File: src/rtl/ps2_pkg.sv
// ps2_pkg: shared types, scan-code/ASCII constants and the scan code set 2
// (US layout) to ASCII lookup used by the PS/2 keyboard receiver.
// Contents: frame_state_t, dec_state_t, SC_* / ASCII_* constants, sc_to_ascii().
package ps2_pkg;

  typedef enum logic [1:0] {FR_IDLE, FR_BITS, FR_CHECK} frame_state_t;
  typedef enum logic [1:0] {DEC_NORMAL, DEC_BRK, DEC_EXT, DEC_EXT_BRK} dec_state_t;

  localparam logic [7:0] SC_BREAK  = 8'hF0;
  localparam logic [7:0] SC_EXT    = 8'hE0;
  localparam logic [7:0] SC_LSHIFT = 8'h12;
  localparam logic [7:0] SC_RSHIFT = 8'h59;
  localparam logic [7:0] SC_CAPS   = 8'h58;
  localparam logic [7:0] SC_ENTER  = 8'h5A;
  localparam logic [7:0] SC_SPACE  = 8'h29;
  localparam logic [7:0] SC_BKSP   = 8'h66;

  localparam logic [7:0] ASCII_CR    = 8'h0D;
  localparam logic [7:0] ASCII_BS    = 8'h08;
  localparam logic [7:0] ASCII_SPACE = 8'h20;

  // Returns {valid, char}. 'upper' applies to letters only, 'shift' to the
  // digit row only, so the caller decides how caps lock combines with shift.
  function automatic logic [8:0] sc_to_ascii(input logic [7:0] code,
                                             input logic upper,
                                             input logic shift);
    logic [7:0] ch;
    logic       v;
    ch = 8'h00;
    v  = 1'b1;
    case (code)
      8'h1C: ch = "a";  8'h32: ch = "b";  8'h21: ch = "c";  8'h23: ch = "d";
      8'h24: ch = "e";  8'h2B: ch = "f";  8'h34: ch = "g";  8'h33: ch = "h";
      8'h43: ch = "i";  8'h3B: ch = "j";  8'h42: ch = "k";  8'h4B: ch = "l";
      8'h3A: ch = "m";  8'h31: ch = "n";  8'h44: ch = "o";  8'h4D: ch = "p";
      8'h15: ch = "q";  8'h2D: ch = "r";  8'h1B: ch = "s";  8'h2C: ch = "t";
      8'h3C: ch = "u";  8'h2A: ch = "v";  8'h1D: ch = "w";  8'h22: ch = "x";
      8'h35: ch = "y";  8'h1A: ch = "z";
      8'h16: ch = shift ? "!" : "1";
      8'h1E: ch = shift ? "@" : "2";
      8'h26: ch = shift ? "#" : "3";
      8'h25: ch = shift ? "$" : "4";
      8'h2E: ch = shift ? "%" : "5";
      8'h36: ch = shift ? "^" : "6";
      8'h3D: ch = shift ? "&" : "7";
      8'h3E: ch = shift ? "*" : "8";
      8'h46: ch = shift ? "(" : "9";
      8'h45: ch = shift ? ")" : "0";
      SC_SPACE: ch = ASCII_SPACE;
      SC_ENTER: ch = ASCII_CR;
      SC_BKSP:  ch = ASCII_BS;
      default:  v  = 1'b0;
    endcase
    // Letters were looked up lowercase; fold to uppercase here.
    if (upper && ch >= 8'h61 && ch <= 8'h7A) ch = ch - 8'h20;
    return {v, ch};
  endfunction

endpackage

File: src/rtl/ps2_frame_rx.sv
// ps2_frame_rx: synchronizes and glitch-filters the PS/2 lines and assembles
// 11-bit frames into bytes with odd-parity, stop-bit and inactivity checks.
// Ports: clock, reset, ps2_clk_i, ps2_dat_i -> byte_o, byte_valid_o, frame_err_o.
module ps2_frame_rx
  import ps2_pkg::*;
#(
  parameter int FILTER_LEN     = 8,
  parameter int TIMEOUT_CYCLES = 50000
) (
  input  logic       clock,
  input  logic       reset,
  input  logic       ps2_clk_i,
  input  logic       ps2_dat_i,
  output logic [7:0] byte_o,
  output logic       byte_valid_o,
  output logic       frame_err_o
);

  localparam int FW = $clog2(FILTER_LEN + 1);
  localparam int TW = $clog2(TIMEOUT_CYCLES + 1);
  localparam logic [FW-1:0] FILT_LAST = FW'(FILTER_LEN - 1);
  localparam logic [TW-1:0] TO_LAST   = TW'(TIMEOUT_CYCLES - 1);

  logic [1:0]    clk_sync_q, dat_sync_q;
  logic          clk_filt_q;
  logic [FW-1:0] filt_cnt_q;
  frame_state_t  state_q;
  logic [3:0]    bit_cnt_q;
  logic [9:0]    shift_q;     // {stop, parity, data[7:0]} once full
  logic [TW-1:0] to_cnt_q;
  logic [7:0]    byte_q;
  logic          byte_valid_q, frame_err_q;

  logic dat_s, fall_edge;

  assign dat_s = dat_sync_q[1];
  // The filtered clock drops on exactly the cycle the filter accepts a low level.
  assign fall_edge = clk_filt_q & ~clk_sync_q[1] & (filt_cnt_q == FILT_LAST);

  always_ff @(posedge clock or posedge reset) begin
    if (reset) begin
      clk_sync_q   <= '0;
      dat_sync_q   <= '0;
      clk_filt_q   <= 1'b0;
      filt_cnt_q   <= '0;
      state_q      <= FR_IDLE;
      bit_cnt_q    <= '0;
      shift_q      <= '0;
      to_cnt_q     <= '0;
      byte_q       <= '0;
      byte_valid_q <= 1'b0;
      frame_err_q  <= 1'b0;
    end else begin
      clk_sync_q   <= {clk_sync_q[0], ps2_clk_i};
      dat_sync_q   <= {dat_sync_q[0], ps2_dat_i};
      byte_valid_q <= 1'b0;
      frame_err_q  <= 1'b0;

      // Any sample matching the current level restarts the run count.
      if (clk_sync_q[1] != clk_filt_q) begin
        if (filt_cnt_q == FILT_LAST) begin
          clk_filt_q <= clk_sync_q[1];
          filt_cnt_q <= '0;
        end else begin
          filt_cnt_q <= filt_cnt_q + 1'b1;
        end
      end else begin
        filt_cnt_q <= '0;
      end

      case (state_q)
        FR_IDLE: begin
          if (fall_edge && !dat_s) begin
            state_q   <= FR_BITS;
            bit_cnt_q <= '0;
            to_cnt_q  <= '0;
          end
        end
        FR_BITS: begin
          if (fall_edge) begin
            shift_q  <= {dat_s, shift_q[9:1]};
            to_cnt_q <= '0;
            if (bit_cnt_q == 4'd9) state_q <= FR_CHECK;
            else                   bit_cnt_q <= bit_cnt_q + 4'd1;
          end else if (to_cnt_q == TO_LAST) begin
            state_q     <= FR_IDLE;
            frame_err_q <= 1'b1;
          end else begin
            to_cnt_q <= to_cnt_q + 1'b1;
          end
        end
        FR_CHECK: begin
          if ((^shift_q[8:0]) && shift_q[9]) byte_valid_q <= 1'b1;
          else                               frame_err_q  <= 1'b1;
          byte_q  <= shift_q[7:0];
          state_q <= FR_IDLE;
        end
        default: state_q <= FR_IDLE;
      endcase
    end
  end

  assign byte_o       = byte_q;
  assign byte_valid_o = byte_valid_q;
  assign frame_err_o  = frame_err_q;

endmodule

File: src/rtl/ps2_keyboard_ascii.sv
// ps2_keyboard_ascii: PS/2 keyboard to ASCII character stream for the LCD buffer.
// Ports: clock, reset, ps2_clk, ps2_dat -> data (held char), write_en (1-cycle
// strobe with new data), frame_err (1-cycle pulse on a bad or timed-out frame).
module ps2_keyboard_ascii
  import ps2_pkg::*;
#(
  parameter int FILTER_LEN     = 8,
  parameter int TIMEOUT_CYCLES = 50000
) (
  input  logic       clock,
  input  logic       reset,
  input  logic       ps2_clk,
  input  logic       ps2_dat,
  output logic [7:0] data,
  output logic       write_en,
  output logic       frame_err
);

  logic [7:0] rx_byte;
  logic       rx_vld;

  ps2_frame_rx #(
    .FILTER_LEN    (FILTER_LEN),
    .TIMEOUT_CYCLES(TIMEOUT_CYCLES)
  ) u_rx (
    .clock       (clock),
    .reset       (reset),
    .ps2_clk_i   (ps2_clk),
    .ps2_dat_i   (ps2_dat),
    .byte_o      (rx_byte),
    .byte_valid_o(rx_vld),
    .frame_err_o (frame_err)
  );

  dec_state_t dec_q;
  logic       lshift_q, rshift_q, caps_q;
  logic [7:0] data_q;
  logic       write_en_q;
  logic       shift;
  logic [8:0] lut;

  assign shift = lshift_q | rshift_q;
  assign lut   = sc_to_ascii(rx_byte, shift ^ caps_q, shift);

  always_ff @(posedge clock or posedge reset) begin
    if (reset) begin
      dec_q      <= DEC_NORMAL;
      lshift_q   <= 1'b0;
      rshift_q   <= 1'b0;
      caps_q     <= 1'b0;
      data_q     <= 8'h00;
      write_en_q <= 1'b0;
    end else begin
      write_en_q <= 1'b0;
      if (rx_vld) begin
        case (dec_q)
          DEC_NORMAL: begin
            if (rx_byte == SC_BREAK)       dec_q    <= DEC_BRK;
            else if (rx_byte == SC_EXT)    dec_q    <= DEC_EXT;
            else if (rx_byte == SC_LSHIFT) lshift_q <= 1'b1;
            else if (rx_byte == SC_RSHIFT) rshift_q <= 1'b1;
            else if (rx_byte == SC_CAPS)   caps_q   <= ~caps_q;
            else if (lut[8]) begin
              data_q     <= lut[7:0];
              write_en_q <= 1'b1;
            end
          end
          DEC_BRK: begin
            if (rx_byte == SC_LSHIFT) lshift_q <= 1'b0;
            if (rx_byte == SC_RSHIFT) rshift_q <= 1'b0;
            dec_q <= DEC_NORMAL;
          end
          DEC_EXT: begin
            // Keypad Enter is the only extended key that produces a character.
            if (rx_byte == SC_BREAK) begin
              dec_q <= DEC_EXT_BRK;
            end else begin
              if (rx_byte == SC_ENTER) begin
                data_q     <= ASCII_CR;
                write_en_q <= 1'b1;
              end
              dec_q <= DEC_NORMAL;
            end
          end
          default: dec_q <= DEC_NORMAL;
        endcase
      end
    end
  end

  assign data     = data_q;
  assign write_en = write_en_q;

endmodule

File: config.mk
export PLATFORM = sky130hd
export DESIGN_NAME = ps2_keyboard_ascii
export DESIGN_NICKNAME = d
export VERILOG_FILES = /design/src/rtl/ps2_pkg.sv /design/src/rtl/ps2_frame_rx.sv /design/src/rtl/ps2_keyboard_ascii.sv
export SDC_FILE = /design/constraint.sdc
export NUM_CORES = 1
export LEC_CHECK = 0
export CORE_MARGIN = 3
export CORE_UTILIZATION = 42
export DETAILED_ROUTE_END_ITERATION = 16
export DONT_BUFFER_PORTS = 1
export GPL_ROUTABILITY_DRIVEN = 0
export MAX_ROUTING_LAYER = met4
export PLACE_DENSITY = 0.61
export SETUP_SLACK_MARGIN = 0.15
export SYNTH_ARGS = -nofsm -noshare
export SYNTH_HDL_FRONTEND = slang
export SYNTH_SLANG_ARGS = --single-unit
File: constraint.sdc
create_clock -name clock -period 2.3 [get_ports clock]
set_input_delay 0.46 -clock clock [delete_from_list [all_inputs] [get_ports clock]]
set_output_delay 0.46 -clock clock [all_outputs]
set_load 0.03 [all_outputs]
==> results.txt <==
The flow ran to the end, but the final reports show violations. The final reports fail on setup timing. The post-route total power is 2850 uW. For this run, the leading register cell type out of synthesis is sky130_fd_sc_hd__dfrtp_1.

In the global route stage, overall resource usage came out at 20.6%. The clock drives 65 sinks. In this run switching power makes up 26.6% of total power. Number of filler cells placed in the layout: 728. Compared with the post-synthesis result, the final layout area differs by 40.6%. The internal portion of the total power is 2090 uW.

The routed layout has 3727 vias. For the pin with the worst max-slew slack, the measured transition is 496 ps. Number of max-slew violations in the final report: 0. For the area inside the core boundary, the log shows 9330 sq um. At the worst endpoint, the arrival time is 2680 ps. The critical path runs through a total of 11 cells. VDD sags by at most 504 uV. The worst setup path is launched from a flop.

The power density over cell area was 496 nW/um^2; the overall die area was 10900 sq um. Clock tree synthesis inserted a total of 9 buffers. The boundary pin count came out at 14. STA classifies the critical path endpoint as a flop. The logs give 676 for the number of standard cells in the layout, taps in and fillers out and 3653 for the via count of the first global-routing pass. After legalization and detailed placement, the total HPWL measured 7650 um. The area share of the leading cell type in the synthesized netlist is 39.9%. The count of routing violations after the opening detailed-route iteration is 141. The worst path setup slack after routing was -135 ps; the per-instance average area after synthesis was 9.23 sq um.

The die boundary width came out at 105 um. Grouping stages by cell kind, the critical path spends the most delay in simple AND/OR/NAND/NOR gates. Input and output buffers added on the ports amount to 0. Global routing finished with a remaining overflow of 0. Summing all placed instances gives a cell area of 4840 sq um.

For the worst hold-check slack, the log shows 20.1 ps. The commonest cells after synthesis are 65 x sky130_fd_sc_hd__dfrtp_1, 43 x sky130_fd_sc_hd__nor2_1, 40 x sky130_fd_sc_hd__nand2_1. Clock-pin slew was measured on the worst setup and hold paths at 80 ps. Walking the worst path, the cells encountered are buf_6, or4bb_1, a211oi_2, a21oi_2, nand3_4, buf_6, nor4_4, ha_2, nand2_1, nor2_1, o41ai_2. Of all nets on the critical path, the largest fanout is 6.

In this run the worst hold path is classified as in -> async. In the final layout, the share of cells above drive strength 1 is 42.6%. Entering global routing, the biggest net connects 45 pins. In this run, synthesis inferred 0 flip-flops with an integrated enable.

Clock latency on the worst-skew pair: 340 ps. The register area was 1640 sq um; the highest clock frequency the design can meet was 411 MHz. For the net count after synthesis, the log shows 455. On the critical path, the stage with the largest delay is an instance of sky130_fd_sc_hd__or4bb_1. The routed design has 10800 um of wire. The area used by multi-input combinational logic came out at 2690 sq um. Summing the sequential cell areas from Yosys gives 39.9% of the chip area. Setup violations remaining at the end of the flow were counted as 7.

The stage delay of the slowest cell on the critical path is 520 ps. Using the TritonRoute via totals, the vias-per-cell ratio works out to 5.51. No sink is reached through more buffers than the 2 on the longest clock path. Average detailed-routed wire length per instance: 16.0 um.

The combinational fraction of design power is 15.5%, and the initial antenna violation count is 0. Of the total power, registers draw 44.5%. The clock network accounts for 40.0% of the total power. In this run, synthesis produced a sequential element count of 65. The first global-routing pass estimated 17900 um of wire. By area the synthesized netlist is led by sky130_fd_sc_hd__dfrtp_1 40%, sky130_fd_sc_hd__mux2_2 4.4%, sky130_fd_sc_hd__xnor2_1 4.3%.

TritonCTS built the clock tree. The number of hold violations in the final report was 0; the post-route clock skew was 9.15 ps. In this run the tightest slew margin relative to its limit is 66.9%. The worst register-to-register path has a depth of 11. The portion of the clock cycle consumed by the worst path in the final layout was 106%; the number of iterations in the first detailed-routing pass was 4.

The initial utilization of the core area, before any placement, comes to 43.7%. The number of antenna diodes in the final layout is 0. Setup repair after global routing could not meet its margin everywhere. The final critical-path required period works out to 2430 ps. For this run, design rule violations remaining after detail routing come to 0.

Summing all non-filler instances in the final layout gives an area of 5740 sq um. After technology mapping, the gate count stands at 442. The fraction of synthesis flops using an asynchronous set or reset pin came out at 100%. Most prevalent standard cell on the critical path: sky130_fd_sc_hd__buf_6. The total instance count after detailed placement came out at 631. The tools report the CTS root buffer as sky130_fd_sc_hd__clkbuf_8. For the total of hold buffers inserted after clock tree synthesis, the log shows 0. The floorplan has 35 rows. The run gives -291 ps as the sum of negative setup slack. Leading cell type by number of instances after synthesis: sky130_fd_sc_hd__dfrtp_1. Leakage power: 0.00244 uW.

The run gives 758 uW as the net switching power figure. The tools report the number of max-cap violations as 0. The largest total area in the synthesized netlist belongs to sky130_fd_sc_hd__dfrtp_1. The H-tree depth is 3. The run gives 555 as the number of nets in the finished design. The synthesized netlist occupies a cell area of 4080 sq um.

The buffering stage count on the worst path with inverters included was 2. The number of warnings printed during yosys synthesis came out at 0. The critical path in this run is classified as reg -> reg.

The number of different library cells used by synthesis comes to 75. The post-route antenna net violation count came out at 0. STA puts the critical path data required time at 2540 ps. The vertical die dimension works out to 105 um.
## state kept, by name, indices dropped and copies added (netlist names), 2 cells and up
signal           flops
u_rx.filt_cnt_q      4
data                 8
u_rx.byte_o          8
dec_q                2
u_rx.dat_sync_q      2
u_rx.to_cnt_q       16
u_rx.bit_cnt_q       4
u_rx.clk_sync_q      2
u_rx.shift_q        10
u_rx.state_q         2
## cell usage in the layout (no fill, tap or decap), types with 4 or more instances in the layout
cell type	netlist	final
sky130_fd_sc_hd__dfrtp_2	0	7
sky130_fd_sc_hd__and3_1	5	5
sky130_fd_sc_hd__or4b_4	0	5
sky130_fd_sc_hd__nor2_4	0	4
sky130_fd_sc_hd__a21oi_2	0	7
sky130_fd_sc_hd__o21ai_1	2	6
sky130_fd_sc_hd__xor2_1	5	5
sky130_fd_sc_hd__a21oi_1	21	13
sky130_fd_sc_hd__dfrtp_1	65	58
sky130_fd_sc_hd__nor3_1	13	9
sky130_fd_sc_hd__o21ai_0	24	19
sky130_fd_sc_hd__nor2b_1	7	7
sky130_fd_sc_hd__ha_1	9	5
sky130_fd_sc_hd__inv_1	19	16
sky130_fd_sc_hd__nand2_1	40	38
sky130_fd_sc_hd__nand3_1	14	11
sky130_fd_sc_hd__o22ai_1	5	5
sky130_fd_sc_hd__nand4_1	7	7
sky130_fd_sc_hd__a31oi_1	6	5
sky130_fd_sc_hd__nand3_2	2	4
sky130_fd_sc_hd__nor2_1	43	40
sky130_fd_sc_hd__clkbuf_8	0	11
sky130_fd_sc_hd__xnor2_1	20	16
sky130_fd_sc_hd__o31ai_1	5	4
sky130_fd_sc_hd__nand2b_1	10	7
sky130_fd_sc_hd__buf_6	2	17
sky130_fd_sc_hd__buf_4	5	94
sky130_fd_sc_hd__mux2_2	16	16
## what timing repair did
action	CTS	global route
setup buffers	16	12
setup endpoints to repair	19	22
pin swaps	18	27
gates cloned	1	0
gates resized for setup	57	40
## cells by family (layout without fill, tap and decap cells)
family / after synthesis / count (layout) / synth area share [%]
XOR/XNOR: 25 / 25 / 5.37
multiplexers: 18 / 18 / 4.91
buffers and inverters: 44 / 149 / 5.15
adder cells (fa/ha/maj): 9 / 9 / 2.76
AO/OA/AOI/OAI: 102 / 102 / 17.9
AND/OR/NAND/NOR: 179 / 179 / 24.0
flip-flops: 65 / 65 / 39.9
## power by group through the flow
| stage | logic [uW] | clock network (uW) | registers (uW) |
|---|---|---|---|
| detailed placement | 353 | 0 | 1290 |
| global route | 490 | 1220 | 1280 |
| finish | 441 | 1140 | 1270 |
| floorplan | 281 | 0 | 1270 |
| CTS | 400 | 1160 | 1270 |
| global placement | 344 | 0 | 1290 |
## area by class of cell
class,count,share of cell area (%)
clock buffers,11,2.64
clock inverters,5,1.50
inverters,19,1.24
multi-input cells,333,46.9
flip-flops and latches,65,28.5
well taps,129,2.81
repair buffers,114,16.4
## routing by layer
layer	wire length (um)	GRT usage (%)	vias to the layer above
met4	329	8.83	0
met3	379	2.66	28
li1	-	-	1810
met5	0	-	-
met1	4970	27.5	1795
met2	5110	31.5	94
## through the flow
step | utilization, % | setup slack, ps
4_1_cts | 58.6 | -134
6_report | 61.5 | -135
5_1_grt | 61.5 | -223
3_5_place_dp | 51.9 | -335
3_3_place_gp | 51.9 | -280
2_1_floorplan | - | 16.1
## worst paths after layout
kind / startpoint / endpoint / slack [ps]
worst max-delay path: u_rx.byte_o[7] / data[6] / -130
worst min-delay path: reset / u_rx.filt_cnt_q[2] / 20
worst max register to register: u_rx.byte_o[7] / data[6] / -130
worst min register to register: u_rx.clk_sync_q[0] / u_rx.clk_sync_q[1] / 360
max in group asynchronous: reset / u_rx.byte_o[1] / 1660
min in group clock: ps2_dat / u_rx.dat_sync_q[0] / 140
(Power assumes the default switching activity.)
